==> src/rtl/load_scoreboard_hazard_unit_pkg.sv <==
// Shared register-field definitions and the source/destination match rule.
// Latency: n/a (package). Backpressure: n/a.
// Contents: REG_AW, rs1/rs2 bit positions in the instruction word, reg_match().
package load_scoreboard_hazard_unit_pkg;

   localparam int REG_AW  = 5;
   localparam int RS1_LSB = 15;   // rs1 = instr[19:15]
   localparam int RS2_LSB = 20;   // rs2 = instr[24:20]

   // True when a producer register r is read by the decode instruction.
   // x0 is hard-wired zero, so it never creates a dependency.
   function automatic logic reg_match(input logic [REG_AW-1:0] r,
                                      input logic [REG_AW-1:0] rs1,
                                      input logic [REG_AW-1:0] rs2,
                                      input logic              use_rs1,
                                      input logic              use_rs2);
      return (r != '0) && ((use_rs1 && (r == rs1)) || (use_rs2 && (r == rs2)));
   endfunction

endpackage

==> src/rtl/load_tag_fifo.sv <==
// In-order FIFO of destination tags for issued, unretired loads.
// Latency: push/pop take effect on the next rising edge; all outputs are registered state.
// Backpressure: push is ignored when full unless a pop happens the same cycle; pop on empty is ignored.
// Ports: clk, rst_n, push/push_tag, pop in; entry_vld/entry_tag per entry, head_idx, full, empty, count out.
module load_tag_fifo
   import load_scoreboard_hazard_unit_pkg::*;
#(
   parameter  int DEPTH = 2,
   localparam int IDX_W = (DEPTH > 1) ? $clog2(DEPTH) : 1,
   localparam int OCC_W = $clog2(DEPTH) + 1
) (
   input  logic                           clk,
   input  logic                           rst_n,
   input  logic                           push,
   input  logic [REG_AW-1:0]              push_tag,
   input  logic                           pop,
   output logic [DEPTH-1:0]               entry_vld,
   output logic [DEPTH-1:0][REG_AW-1:0]   entry_tag,
   output logic [IDX_W-1:0]               head_idx,
   output logic                           full,
   output logic                           empty,
   output logic [OCC_W-1:0]               count
);

   logic [IDX_W-1:0] tail_idx;
   logic             pop_eff;
   logic             push_eff;

   // Explicit wrap keeps DEPTH=1 correct where the index is wider than needed.
   function automatic logic [IDX_W-1:0] ptr_next(input logic [IDX_W-1:0] p);
      return (p == IDX_W'(DEPTH - 1)) ? '0 : p + 1'b1;
   endfunction

   assign full     = (count == OCC_W'(DEPTH));
   assign empty    = (count == '0);
   assign pop_eff  = pop & ~empty;
   assign push_eff = push & (~full | pop_eff);

   always_ff @(posedge clk or negedge rst_n) begin
      if (!rst_n) begin
         head_idx  <= '0;
         tail_idx  <= '0;
         count     <= '0;
         entry_vld <= '0;
         entry_tag <= '0;
      end else begin
         if (pop_eff) begin
            entry_vld[head_idx] <= 1'b0;
            head_idx            <= ptr_next(head_idx);
         end
         // Ordered after the pop: when full, head==tail and the new entry must stay valid.
         if (push_eff) begin
            entry_vld[tail_idx] <= 1'b1;
            entry_tag[tail_idx] <= push_tag;
            tail_idx            <= ptr_next(tail_idx);
         end
         count <= count + OCC_W'(push_eff) - OCC_W'(pop_eff);
      end
   end

endmodule

==> src/rtl/load_scoreboard_hazard_unit.sv <==
// Load-use hazard unit: stalls decode on dependencies against the EX load and all outstanding loads.
// Latency: all stall/flush outputs are combinational from inputs and FIFO state; counters update on the edge.
// Backpressure: stall_e holds a load in EX while the tag FIFO is full and no response frees a slot.
// Ports: instr_d/use_rs*_d (decode), load_e/rd_e/kill_e (EX), mem_rsp_valid (WB) in;
//        stall_f, pc_write, stall_d, flush_e, stall_e, outstanding, stall_cycles, rsp_err out.
module load_scoreboard_hazard_unit
   import load_scoreboard_hazard_unit_pkg::*;
#(
   parameter  int DEPTH      = 2,
   parameter  int CNT_W      = 16,
   parameter  int RSP_BYPASS = 1,
   localparam int IDX_W      = (DEPTH > 1) ? $clog2(DEPTH) : 1,
   localparam int OCC_W      = $clog2(DEPTH) + 1
) (
   input  logic              clk,
   input  logic              rst_n,
   input  logic [31:0]       instr_d,
   input  logic              use_rs1_d,
   input  logic              use_rs2_d,
   input  logic              load_e,
   input  logic [REG_AW-1:0] rd_e,
   input  logic              kill_e,
   input  logic              mem_rsp_valid,
   output logic              stall_f,
   output logic              pc_write,
   output logic              stall_d,
   output logic              flush_e,
   output logic              stall_e,
   output logic [OCC_W-1:0]  outstanding,
   output logic [CNT_W-1:0]  stall_cycles,
   output logic              rsp_err
);

   logic [REG_AW-1:0]             rs1_d;
   logic [REG_AW-1:0]             rs2_d;
   logic                          load_live;
   logic                          push;
   logic [DEPTH-1:0]              entry_vld;
   logic [DEPTH-1:0][REG_AW-1:0]  entry_tag;
   logic [IDX_W-1:0]              head_idx;
   logic                          full;
   logic                          empty;
   logic                          ex_haz;
   logic                          pend_haz;
   logic                          hazard;
   logic                          unused_instr_bits;

   assign rs1_d             = instr_d[RS1_LSB +: REG_AW];
   assign rs2_d             = instr_d[RS2_LSB +: REG_AW];
   assign unused_instr_bits = ^{instr_d[31:25], instr_d[14:0]};

   // A squashed load neither enqueues nor creates a hazard.
   assign load_live = load_e & ~kill_e;
   // A response in the same cycle frees the head slot, so a full FIFO can still accept.
   assign stall_e   = load_live & full & ~mem_rsp_valid;
   assign push      = load_live & ~stall_e;

   load_tag_fifo #(.DEPTH(DEPTH)) u_tag_fifo (
      .clk       (clk),
      .rst_n     (rst_n),
      .push      (push),
      .push_tag  (rd_e),
      .pop       (mem_rsp_valid),
      .entry_vld (entry_vld),
      .entry_tag (entry_tag),
      .head_idx  (head_idx),
      .full      (full),
      .empty     (empty),
      .count     (outstanding)
   );

   assign ex_haz = load_live & reg_match(rd_e, rs1_d, rs2_d, use_rs1_d, use_rs2_d);

   // With WB forwarding, the load returning this cycle can feed decode directly.
   always_comb begin
      pend_haz = 1'b0;
      for (int i = 0; i < DEPTH; i++) begin
         if (entry_vld[i] && reg_match(entry_tag[i], rs1_d, rs2_d, use_rs1_d, use_rs2_d) &&
             !((RSP_BYPASS != 0) && mem_rsp_valid && (head_idx == IDX_W'(i)))) begin
            pend_haz = 1'b1;
         end
      end
   end

   assign hazard   = ex_haz | pend_haz | stall_e;
   assign stall_f  = hazard;
   assign stall_d  = hazard;
   assign pc_write = ~hazard;
   // A held EX load must not be replaced by a bubble.
   assign flush_e  = hazard & ~stall_e;

   always_ff @(posedge clk or negedge rst_n) begin
      if (!rst_n) begin
         stall_cycles <= '0;
         rsp_err      <= 1'b0;
      end else begin
         if (stall_d && (stall_cycles != '1)) begin
            stall_cycles <= stall_cycles + 1'b1;
         end
         if (mem_rsp_valid && empty) begin
            rsp_err <= 1'b1;
         end
      end
   end

endmodule
==> config.mk <==
export PLATFORM = sky130hd
export DESIGN_NAME = load_scoreboard_hazard_unit
export DESIGN_NICKNAME = d
export VERILOG_FILES = /design/src/rtl/load_scoreboard_hazard_unit_pkg.sv /design/src/rtl/load_tag_fifo.sv /design/src/rtl/load_scoreboard_hazard_unit.sv
export SDC_FILE = /design/constraint.sdc
export NUM_CORES = 1
export LEC_CHECK = 0
export BUFFER_PORTS_ARGS = -buffer_cell sky130_fd_sc_hd__buf_4
export CORE_MARGIN = 10
export CORE_UTILIZATION = 45
export DETAILED_ROUTE_END_ITERATION = 8
export PLACE_DENSITY_LB_ADDON = 0.08
export SYNTH_ARGS = -nofsm -noshare
export SYNTH_HDL_FRONTEND = slang
export SYNTH_SLANG_ARGS = --single-unit
==> constraint.sdc <==
create_clock -name clk -period 2 [get_ports clk]
set_input_delay 0.1 -clock clk [delete_from_list [all_inputs] [get_ports clk]]
set_output_delay 0.1 -clock clk [all_outputs]
set_load 0.005 [all_outputs]
==> impl_metrics.json, run 1 <==
{
  "first_iter_violations": 73,
  "clock_skew_ns": 0.00906,
  "fillers": 336,
  "boundaryPins": 68,
  "synthCells": 185,
  "die_w_um": 84.6,
  "num_vias": 1553,
  "wl_mm": 4.84,
  "cts_tree": "built",
  "ys_seq_elements": 33,
  "p_leak_nw": 1.23,
  "ir_worst_vdd_uv": 712,
  "hold_violations": 0,
  "grt_pass1_wl_mm": 7.80,
  "synth_area_sq_um": 1880,
  "synth_top_area_frac": 0.439,
  "finalCritPeriodShare": 1.01,
  "crit_path_start_kind": "flop",
  "powerDensity_nw_per_um2": 1070,
  "finalSetupViolCount": 3,
  "drv_cap": 0,
  "firstDrtPassIters": 4,
  "synthesis.nets": 232,
  "num_antenna_cells": 0,
  "yosysTopAreaCell": "dfrtp_1",
  "start_util": 0.466,
  "setup_ws_ns": -0.0259,
  "synth_cell_type_count": 29,
  "htree_levels": 2,
  "cp.required_ns": 1.90,
  "antenna_found_initial": 0,
  "outcome": "finished with violations",
  "final.min_clock_period_ns": 2.03,
  "violations": "setup timing",
  "port_buffers": 45,
  "critical_path.max_fanout": 4,
  "cts_buffers": 5,
  "hpwlAfterDp_mm": 3.70,
  "cts_root_buffer": "clkbuf_8",
  "slew_headroom": 0.489,
  "holdWs_ns": 0.0589,
  "nets": 298,
  "grt_overflow": 0,
  "post_drt_wl_per_cell_um": 16.0,
  "vias_per_cell": 5.14,
  "ant_nets": 0,
  "rsz0062_at_grt": "yes",
  "die_y_um": 84.6,
  "drc_errors": 0,
  "drv_slew": 0,
  "clockBufferDepth": 2,
  "worstPathArrival_ns": 1.93,
  "clk_pin_slew_ns": 0.07,
  "criticalPathCategory": "reg -> out",
  "drive_gt1_frac": 0.397,
  "die-area_sq_um": 7160,
  "grt_pass1_vias": 1613,
  "avgSynthCellArea_sq_um": 10.2,
  "synth_area_leaders": "dfrtp_1, xnor2_1, xor2_1",
  "dp.cells": 289,
  "gp_congestion": 0.868,
  "p_total_mw": 2.75,
  "end_kind": "output pin",
  "hold_class": "in -> reg",
  "yosysWarnings": 0,
  "worst_pin_slew_ns": 0.761,
  "synth-seq-area-share": 0.439,
  "num_rows": 23,
  "coreArea_sq_um": 4030,
  "instances_no_fill": 302,
  "fmax_mhz": 494,
  "cts.sinks": 33,
  "grtUsageTotal": 0.133,
  "clkLatencyLatePin_ns": 0.29,
  "grt_max_degree": 34,
  "area_growth_pct": 37.4
}
report_power, final:
| group | internal, mW | total (mW) | switching (mW) |
|---|---|---|---|
| logic | 0.653 | 1.13 | 0.473 |
| clock network | 0.241 | 0.493 | 0.252 |
| registers | 0.884 | 1.14 | 0.251 |
cells in the mapped netlist:
library cell  instances
o22ai_1               3
nand2b_1              3
and3_1                4
nand4_1               6
inv_1                 9
or3_1                 1
buf_6                 1
a21o_1                1
a221oi_1              1
nor3_1               10
a21oi_1               2
mux2_2               10
mux2_4                1
mux2_1                1
nor3_2                1
xnor2_1              35
dfrtp_1              33
a21o_2                1
xor2_1               13
nor3b_1               2
o21ai_0               3
nand3_1               8
nor4_1                1
and2_2                1
nor2_1               12
ha_1                  3
buf_4                 1
nand2_1              17
a222oi_1              1
cells in the final DEF (no fill, tap or decap), types with 6 or more instances in the layout:
| cell | n |
|---|---|
| xnor2_1 | 33 |
| dfrtp_1 | 30 |
| xor2_1 | 13 |
| nand4_1 | 6 |
| nand3_1 | 8 |
| nand2_1 | 17 |
| mux2_2 | 10 |
| nor2_1 | 8 |
| inv_1 | 8 |
| buf_4 | 56 |
critical path, stage by stage, from the launching register on:
cell and delay (ns):
dfrtp_2 0.45, xnor2_1 0.22, nand4_1 0.13, o22ai_2 0.14, a222oi_1 0.11, buf_4 0.17
buf_4 0.13, buf_4 0.12, nor2_2 0.07, buf_4 0.11
metrics by stage:
| stage | setup TNS (ns) | util | worst slack [ns] | instance area [sq um] |
|---|---|---|---|---|
| 2_1_floorplan | 0 | - | 0.153 | 1880 |
| 3_3_place_gp | -0.261 | 0.582 | -0.0901 | 2340 |
| 3_5_place_dp | -0.333 | 0.582 | -0.107 | 2340 |
| 4_1_cts | 0 | 0.610 | 0.00403 | 2460 |
| 5_1_grt | -0.722 | 0.641 | -0.151 | 2580 |
| 6_report | -0.0461 | 0.641 | -0.0259 | 2580 |
cell type report:
| cell class | instances | area, sq um | share of cell area |
|---|---|---|---|
| multi-input combinational | 141 | 1100 | 0.425 |
| timing repair buffer | 61 | 475 | 0.184 |
| sequential | 33 | 830 | 0.321 |
| inverter | 9 | 33.8 | 0.0131 |
| tap | 50 | 62.6 | 0.0242 |
| clock inverter | 2 | 10.0 | 0.00388 |
| clock buffer | 6 | 72.6 | 0.0281 |
registers in the layout (all words and copies together), names as in the netlist:
| name | count |
|---|---|
| u_tag_fifo.tail_idx | 1 |
| u_tag_fifo.head_idx | 1 |
| rsp_err | 1 |
| u_tag_fifo.entry_tag | 10 |
| u_tag_fifo.count | 2 |
| u_tag_fifo.entry_vld | 2 |
| stall_cycles | 16 |
final timing paths:
kind	start	to	slack, ns	cells past startpoint
max	u_tag_fifo.entry_tag[8]	flush_e	-0.03	9
min	mem_rsp_valid	rsp_err	0.06	2
max reg2reg	u_tag_fifo.entry_tag[8]	stall_cycles[3]	0.04	9
min reg2reg	rsp_err	rsp_err	0.46	1
max in group asynchronous	rst_n	u_tag_fifo.entry_tag[2]	1.39	2
min in group asynchronous	rst_n	u_tag_fifo.entry_tag[8]	0.27	2
cell families after synthesis:
logic type / after synthesis / share of synthesized area
XOR/XNOR: 48 / 0.224
buffers and inverters: 11 / 0.0280
multiplexers: 12 / 0.0739
adder cells (fa/ha/maj): 3 / 0.0200
flip-flops: 33 / 0.439
AO/OA/AOI/OAI: 12 / 0.0419
AND/OR/NAND/NOR: 66 / 0.173
metal layers:
layer | GRT usage | vias to the layer above | wire length (um)
met3 | 0.0493 | 10 | 307
met1 | 0.160 | 733 | 2140
li1 | - | 760 | -
met4 | 0.0629 | 0 | 100
met2 | 0.206 | 50 | 2290
met5 | 0 | - | 0
repair_timing:
action	CTS	global route
gates cloned	0	0
pin swaps	6	10
endpoints found under the setup margin	18	19
setup buffers	3	3
hold buffers	1	0
gates resized for setup	2	26
hold endpoints to repair	33	0
No activity file was read; power rests on OpenSTA's default activity.
==> run 2: changes to the inputs <==
PLACE_DENSITY = 0.77   (was unset)
PLACE_DENSITY_LB_ADDON = unset   (was 0.08)
==> run 2 against run 1 <==
- the run still ends with setup timing left
- global-route usage down 0.74 points
- highest routed layer unchanged
- sequential power about the same
- clock power about the same
- non-clock buffer count up 1
- via count down 0.58%
- critical path type unchanged
- final area up 0.53%
==> impl_metrics.json, run 2 (synthesis gave the netlist of run 1 again) <==
{
  "die_y_um": 84.6,
  "cts_buffers": 5,
  "critical_path.max_fanout": 4,
  "die-area_sq_um": 7160,
  "criticalPathCategory": "reg -> out",
  "rr_endpoint": "stall_cycles[12]",
  "drc_errors": 0,
  "place_ws_ns": -0.0478,
  "final_cell_area_sq_um": 2600,
  "outcome": "finished with violations",
  "dp.cells": 291,
  "drive_gt1_frac": 0.405,
  "clkLatencyLatePin_ns": 0.28,
  "crit_path_start_kind": "flop",
  "wl_mm": 4.59,
  "powerDensity_nw_per_um2": 1060,
  "final.min_clock_period_ns": 2.03,
  "pwr-share-seq": 0.416,
  "clk_pin_slew_ns": 0.06,
  "clockBufferDepth": 2,
  "crit_start": "u_tag_fifo.entry_tag[7]",
  "firstDrtPassIters": 6,
  "num_rows": 23,
  "nets": 299,
  "hold_violations": 0,
  "dpl-instance-area_sq_um": 2360,
  "end_kind": "output pin",
  "coreArea_sq_um": 4030,
  "hpwlAfterDp_mm": 3.42,
  "start_util": 0.466,
  "first_iter_violations": 71,
  "rrSetupSlack_ns": 0.02,
  "largest-register": "stall_cycles",
  "area_growth_pct": 38.1,
  "drv_slew": 0,
  "num_antenna_cells": 0,
  "antenna_found_initial": 0,
  "r2r_cells": 8,
  "switching_share": 0.337,
  "die_w_um": 84.6,
  "cts_tree": "built",
  "fillers": 349,
  "r2r_start": "u_tag_fifo.entry_tag[0]",
  "p_int_mw": 1.82,
  "vias_per_cell": 5.11,
  "crit_end": "stall_d",
  "mostFrequentLayoutCell": "buf_4",
  "num_vias": 1544,
  "gp_congestion": 0.824,
  "rsz0062_at_grt": "yes",
  "cts_root_buffer": "clkbuf_8",
  "finalCritPeriodShare": 1.02,
  "grt_pass1_wl_mm": 7.51,
  "ant_nets": 0,
  "grt_overflow": 0,
  "finalSetupViolCount": 2,
  "cp.required_ns": 1.90,
  "grt_max_degree": 34,
  "most-common-layout-cells": "buf_4, xnor2_1, dfrtp_1, nand2_1, xor2_1",
  "grtUsageTotal": 0.126,
  "reg_top3": "stall_cycles (16), u_tag_fifo.entry_tag (10)",
  "hold_class": "in -> reg",
  "setup_ws_ns": -0.0339,
  "combPwrFrac": 0.405,
  "violations": "setup timing",
  "largest_reg_flops": 16,
  "worstPathArrival_ns": 1.93,
  "p_leak_nw": 1.21,
  "netSwitchingPower_mw": 0.926,
  "fmax_mhz": 492,
  "instances_no_fill": 302,
  "htree_levels": 2,
  "drv_cap": 0,
  "post_drt_wl_per_cell_um": 15.2,
  "ir_worst_vdd_uv": 576,
  "port_buffers": 45,
  "clock_skew_ns": 0.00575,
  "worst_pin_slew_ns": 0.415,
  "slew_headroom": 0.723,
  "clockPowerShare": 0.180,
  "boundaryPins": 68,
  "cts.sinks": 33,
  "grt_pass1_vias": 1586
}
[run 2: routing by layer]
layer,wire length (um),vias to the layer above,track usage
li1,-,760,-
met1,2070,734,0.153
met2,2140,41,0.200
met3,318,9,0.0502
met4,63,0,0.0359
met5,0,-,0
[run 2: cell type report]
class / count / area, sq um / area share
inverters: 9 / 36.3 / 0.0140
flip-flops and latches: 33 / 832 / 0.320
clock buffers: 7 / 86.3 / 0.0333
repair buffers: 62 / 483 / 0.186
multi-input cells: 141 / 1100 / 0.422
well taps: 50 / 62.6 / 0.0241
[run 2: how the worst min path moves through the flow]
stage	start	endpoint	slack, ns	cells after the start
after floorplan	rst_n	rsp_err	-0.20	0
after global placement	rst_n	stall_cycles[8]	0.07	1
after detailed placement	rst_n	stall_cycles[6]	0.06	1
after CTS	mem_rsp_valid	rsp_err	0.06	2
after global routing	mem_rsp_valid	rsp_err	0.08	2
final	mem_rsp_valid	rsp_err	0.07	2
[run 2: per-stage QoR]
stage | utilization | hold slack, ns | total power [mW] | setup TNS, ns
after floorplan | - | -0.196 | 1.72 | 0
after global placement | 0.585 | 0.0685 | 2.09 | -0.0472
after detailed placement | 0.585 | 0.0643 | 2.12 | -0.0478
after CTS | 0.622 | 0.0617 | 2.69 | -0.0108
after global routing | 0.644 | 0.0776 | 2.95 | -0.786
final | 0.644 | 0.0698 | 2.75 | -0.0660
[run 2: worst max-delay path, cell delays in order, from the launching register on]
cell,delay [ns]
dfrtp_2,0.45
xnor2_2,0.14
nand4_1,0.09
o22ai_1,0.08
a222oi_1,0.30
buf_4,0.19
and2_4,0.15
buf_6,0.11
inv_4,0.04
buf_6,0.10
[run 2: repair_timing]
item / CTS / global route
endpoints found under the hold margin: 33 / 0
pin swaps: 6 / 4
resized for setup: 9 / 20
hold buffers: 1 / 0
endpoints found under the setup margin: 4 / 20
setup buffers: 2 / 2
[run 2: power groups by stage]
stage / combinational [mW] / sequential [mW] / clock, mW
5_1_grt: 1.23 / 1.18 / 0.542
6_report: 1.11 / 1.14 / 0.494
4_1_cts: 1.05 / 1.12 / 0.511
2_1_floorplan: 0.618 / 1.10 / 0
3_3_place_gp: 0.968 / 1.12 / 0
3_5_place_dp: 0.994 / 1.13 / 0
